`config.mk`:
```
export PLATFORM = sky130hd
export DESIGN_NAME = lane_judge
export DESIGN_NICKNAME = d
export VERILOG_FILES = /design/src/rtl/lane_judge.sv
export SDC_FILE = /design/constraint.sdc
export NUM_CORES = 1
export LEC_CHECK = 0
export BUFFER_PORTS_ARGS = -buffer_cell sky130_fd_sc_hd__clkbuf_2
export CAP_MARGIN = 15
export CORE_ASPECT_RATIO = 1.1
export CORE_UTILIZATION = 55
export DETAILED_ROUTE_END_ITERATION = 16
export GPL_ROUTABILITY_DRIVEN = 0
export PLACE_DENSITY = 0.81
export SYNTH_ARGS = -nofsm -noshare
export SYNTH_HDL_FRONTEND = slang
export SYNTH_SLANG_ARGS = --single-unit
```
`constraint.sdc`:
```
create_clock -name clk -period 3.55 [get_ports clk]
set_clock_uncertainty 0.15 [all_clocks]
set_input_delay 0.1775 -clock clk [delete_from_list [all_inputs] [get_ports clk]]
set_output_delay 0.1775 -clock clk [all_outputs]
set_load 0.02 [all_outputs]
```
`src/rtl/lane_judge.sv`:
```
// lane_judge: hit/miss judge for one lane of a falling-block rhythm game.
//
// Watches the block height of this lane and the player's key. It makes exactly
// one judgement per block. A key press while the block is inside
// [WIN_LO, WIN_HI] is a hit. A block that leaves the window or respawns
// without a press is a miss. The module also keeps score, the current combo
// and the best combo.
//
// Ports
//   clk             in   rising-edge clock; the same tick that advances block_h
//   rst             in   synchronous active-high reset
//   restart         in   synchronous clear; same effect as rst
//   stop_or_endgame in   freeze: FSM, prev_h and counters hold, pulses are 0
//   block_h[9:0]    in   block height from the block generator
//   key_in          in   raw asynchronous key
//   hit             out  one-cycle pulse, successful press
//   miss            out  one-cycle pulse, missed block
//   perfect         out  one-cycle pulse coincident with hit (optional)
//   block_clear     out  level, high from a hit until the next new block
//   score[9:0]      out  points, saturating at SCORE_MAX
//   combo[6:0]      out  consecutive hits, saturating at 127
//   max_combo[6:0]  out  best combo since reset
//
// Build option: define JUDGE_PERFECT_EN to enable the perfect sub-window
// [585, 615]. A perfect hit scores 2 points instead of 1.
//
// state    | meaning
// ---------+-----------------------------------------------------------
// S_WAIT   | block above the window, or a new block not yet in the window
// S_WINDOW | block inside the window, waiting for a press
// S_DONE   | this block is judged; waiting for the generator to respawn

module lane_judge #(
    parameter int unsigned WIN_LO    = 540,
    parameter int unsigned WIN_HI    = 660,
    parameter int unsigned SCORE_MAX = 999
) (
    input  logic       clk,
    input  logic       rst,
    input  logic       restart,
    input  logic       stop_or_endgame,
    input  logic [9:0] block_h,
    input  logic       key_in,
    output logic       hit,
    output logic       miss,
    output logic       perfect,
    output logic       block_clear,
    output logic [9:0] score,
    output logic [6:0] combo,
    output logic [6:0] max_combo
);

    typedef enum logic [1:0] {S_WAIT, S_WINDOW, S_DONE} state_t;

    localparam logic [9:0]  LP_WIN_LO    = 10'(WIN_LO);
    localparam logic [9:0]  LP_WIN_HI    = 10'(WIN_HI);
    localparam logic [10:0] LP_SCORE_MAX = 11'(SCORE_MAX);

    state_t      r_state;
    state_t      w_state_nxt;
    logic        r_sync1, r_sync2, r_key_d;
    logic [9:0]  r_prev_h;
    logic        r_hit, r_miss, r_perfect, r_block_clear;
    logic [9:0]  r_score;
    logic [6:0]  r_combo, r_max_combo;

    logic        w_clr;
    logic        w_in_win, w_past_win, w_new_blk, w_key_edge;
    logic        w_hit, w_miss, w_perf, w_unclear;
    logic [10:0] w_score_sum;
    logic [9:0]  w_score_sat;
    logic [6:0]  w_combo_inc;

    assign w_clr      = rst | restart;
    assign w_in_win   = (block_h >= LP_WIN_LO) && (block_h <= LP_WIN_HI);
    assign w_past_win = block_h > LP_WIN_HI;
    assign w_new_blk  = block_h < r_prev_h;
    assign w_key_edge = r_sync2 & ~r_key_d;

    always_comb begin
        w_state_nxt = r_state;
        w_hit       = 1'b0;
        w_miss      = 1'b0;
        w_unclear   = 1'b0;
        if (!stop_or_endgame) begin
            case (r_state)
                S_WAIT: begin
                    if (!w_new_blk && w_in_win)
                        w_state_nxt = S_WINDOW;
                end
                S_WINDOW: begin
                    // A respawn beats a same-cycle press: the old block is gone.
                    if (w_new_blk) begin
                        w_miss      = 1'b1;
                        w_state_nxt = S_WAIT;
                    end else if (w_key_edge && w_in_win) begin
                        w_hit       = 1'b1;
                        w_state_nxt = S_DONE;
                    end else if (w_past_win) begin
                        w_miss      = 1'b1;
                        w_state_nxt = S_DONE;
                    end
                end
                S_DONE: begin
                    if (w_new_blk) begin
                        w_unclear   = 1'b1;
                        w_state_nxt = S_WAIT;
                    end
                end
                default: w_state_nxt = S_WAIT;
            endcase
        end
    end

`ifdef JUDGE_PERFECT_EN
    localparam logic [9:0] LP_PERF_LO = 10'd585;
    localparam logic [9:0] LP_PERF_HI = 10'd615;
    assign w_perf = w_hit && (block_h >= LP_PERF_LO) && (block_h <= LP_PERF_HI);
`else
    assign w_perf = 1'b0;
`endif

    assign w_score_sum = {1'b0, r_score} + (w_perf ? 11'd2 : 11'd1);
    assign w_score_sat = (w_score_sum > LP_SCORE_MAX) ? LP_SCORE_MAX[9:0] : w_score_sum[9:0];
    assign w_combo_inc = (r_combo == 7'd127) ? r_combo : r_combo + 7'd1;

    always_ff @(posedge clk) begin
        if (w_clr)
            r_state <= S_WAIT;
        else
            r_state <= w_state_nxt;
    end

    always_ff @(posedge clk) begin
        if (w_clr) begin
            r_sync1       <= 1'b0;
            r_sync2       <= 1'b0;
            r_key_d       <= 1'b0;
            r_prev_h      <= 10'd0;
            r_hit         <= 1'b0;
            r_miss        <= 1'b0;
            r_perfect     <= 1'b0;
            r_block_clear <= 1'b0;
            r_score       <= 10'd0;
            r_combo       <= 7'd0;
            r_max_combo   <= 7'd0;
        end else begin
            // The synchronizer and edge flop run even while frozen, so a press
            // made during the freeze is used up and does not count afterwards.
            r_sync1   <= key_in;
            r_sync2   <= r_sync1;
            r_key_d   <= r_sync2;
            r_hit     <= w_hit;
            r_miss    <= w_miss;
            r_perfect <= w_perf;
            if (!stop_or_endgame)
                r_prev_h <= block_h;
            if (w_hit) begin
                r_score       <= w_score_sat;
                r_combo       <= w_combo_inc;
                r_block_clear <= 1'b1;
                if (w_combo_inc > r_max_combo)
                    r_max_combo <= w_combo_inc;
            end else if (w_miss) begin
                r_combo <= 7'd0;
            end
            if (w_unclear)
                r_block_clear <= 1'b0;
        end
    end

    assign hit         = r_hit;
    assign miss        = r_miss;
    assign perfect     = r_perfect;
    assign block_clear = r_block_clear;
    assign score       = r_score;
    assign combo       = r_combo;
    assign max_combo   = r_max_combo;

endmodule

```
==> results.cfg <==
[yosys]
yosysWarningCount = 0
yosysMostFrequentCell = dfxtp_1
async_reset_ff_share_pct = 0
syn-instance-count = 288
syn-num-nets = 322
ys_types = 52
synth_ff_type = dfxtp_1
netlist_area_mm2 = 0.00243
netlist.area_leader.share_pct = 34.7
yosys.area.top_type = dfxtp_1
netlist_top_cells_count = 42 x dfxtp_1, 33 x nor2_1, 21 x a21oi_1, 21 x nand2_1, 19 x ha_1
yosys-top-cells-area = dfxtp_1 35%, ha_1 9.8%, mux2i_1 7.0%
synth_edf_count = 0
avgSynthCellArea_um2 = 8.42
ys_seq_elements = 42
synth-seq-area-share_pct = 34.7

[worst_setup_path]
crit_type = reg2reg
setup.worst_path.end_class = register
crit_arrival_ns = 3.40
cp-start-kind = register
cp_max_fo = 8
cp.required_ns = 3.61

[die]
die_area_mm2 = 0.00468
io_pins = 43
coreArea_mm2 = 0.00408
start_util_pct = 59.4
fp-row-count = 24
die_h_um = 71.7
die_w_um = 65.3

[power_and_ir_drop]
total_power_mw = 0.931
power.switching_mw = 0.202
clockPowerShare_pct = 41.3
pwr_density_cell_mw_per_mm2 = 337
peakVddDrop_v = 0.000300
combPwrFrac_pct = 7.3
power_leakage_nw = 1.18
p_seq_share_pct = 51.4
switching_share_pct = 21.7
p_int_mw = 0.728

[clocking]
path_clk_slew_ns = 0.08
root_buffer = clkbuf_8
cts_buffer_depth = 2
tritoncts = done
cts_setup_buffers = 0
insertion_delay_ns = 0.29
clock-sinks = 42
numCtsBuffers = 5
h-tree-depth = 2

[sta]
setup_viol = 0
fin_crit_sh_pct = 94.0
worst_pin_slew_ns = 0.722
max_freq_ghz = 0.300
drv_slew = 0
finalHoldViolations = 0
rsz0062_at_grt = no
relSlewSlack_pct = 51.8
fin_crit_ns = 3.34
fin_setup_tns_ns = 0

[final_layout]
areaGrowthSynthToFinish_pct = 13.8
nNetsFinal = 357
stdcell_count = 375
antenna_cells = 0
drive_gt1_share_pct = 18.6

[routing]
drcViolationCount = 0
drt.antenna.violating_nets = 0
num_vias = 2211
wl_per_cell_um = 14.2
postRouteWirelength_um = 5340
via_per_inst = 5.90
drt_iter0_drc = 134
drt_pass1_iterations = 4

[placement]
place_inst = 367
dp_hpwl_um = 3850
io_buffers = 41

[grt]
grt_pass1_wl_um = 9160
gr-total-overflow = 0
grt_util_all_layers_pct = 24.3
grt_pass1_vias = 2080
grt_max_degree = 38
antenna_found_initial = 0

[run]
maxCapViolCount = 0

[outcome]
status = completed

[worst_hold_path]
hold_class = in2reg
final cells by class:
| cell class | instances | area [um2] |
|---|---|---|
| flip-flops and latches | 42 | 841 |
| clock buffers | 6 | 82.6 |
| well taps | 52 | 65.1 |
| fillers | 334 | 1320 |
| inverters | 18 | 67.6 |
| multi-input cells | 213 | 1450 |
| repair buffers | 43 | 223 |
| clock inverters | 1 | 30.0 |
critical path, cell delays in order, from the launching register on:
cell and delay (ns):
dfxtp_1 0.37, ha_1 0.25, and3_1 0.23, nand4_1 0.21, nand2_1 0.09, mux2_2 0.30, ha_1 0.30, nand3_1 0.08
o22ai_1 0.16, nor2_1 0.07, o21a_1 0.16, or4_4 0.50, or2_0 0.23, a21oi_1 0.15
final timing paths:
check / endpoint / start / cells after the start / slack (ns)
hold / removal: r_prev_h[6] / block_h[6] / 3 / 0.009
hold reg to reg: r_sync2 / r_sync1 / 1 / 0.30
setup reg to reg: max_combo[0] / combo[0] / 13 / 0.21
setup / recovery: max_combo[0] / combo[0] / 13 / 0.21
cell families after synthesis:
kind of cell	synth area share, %
simple gates	22.8
fa+ha+maj	9.80
compound gates	17.7
other cells	0.155
buf+inv	5.62
mux	7.48
flops	34.7
xor+xnor	1.80
per-layer routing:
layer / global-route usage, % / vias to the layer above / wire, um
met5: 0 / - / 0
met1: 29.6 / 1047 / 2390
li1: - / 1106 / -
met4: 7.73 / 0 / 87
met2: 42.4 / 49 / 2670
met3: 4.94 / 9 / 194
stage by stage:
step | cell area (um2) | util (%) | hold WS (ns) | worst slack (ns)
after floorplan | 2430 | - | 0.149 | 0.375
final | 2760 | 67.6 | 0.00936 | 0.214
after global routing | 2760 | 67.6 | 0.0221 | 0.0503
after CTS | 2760 | 67.5 | 0.00981 | 0.0772
after detailed placement | 2640 | 64.5 | 0.234 | 0.123
after global placement | 2640 | 64.5 | 0.227 | 0.284
sequential cells by signal, summed over array words and instances, names as in the netlist, 2 cells and up:
register / flops
max_combo: 7
r_prev_h: 10
combo: 7
r_state: 2
score: 10
timing repair:
action	CTS	global route
endpoints found under the setup margin	0	7
hold endpoints to repair	1	0
gates resized for setup	0	1
hold buffers	1	0
cell usage in the layout (no fill, tap or decap), types with 5 or more instances in the layout:
cell and count:
ha_1 19, nor3_1 9, and2_1 5, a311oi_1 6, mux2i_1 17, a21oi_1 21
clkbuf_2 41, nand3_1 13, nand2_1 21, inv_1 18, clkbuf_8 6, dfxtp_1 42
nor2_1 33
power groups by stage:
stage	clock network [mW]	registers (mW)	logic, mW
final	0.385	0.478	0.0679
after global placement	0	0.489	0.0652
after detailed placement	0	0.489	0.0666
after floorplan	0	0.488	0.0462
after CTS	0.393	0.478	0.0679
after global routing	0.410	0.478	0.0769
(Power assumes the default switching activity.)
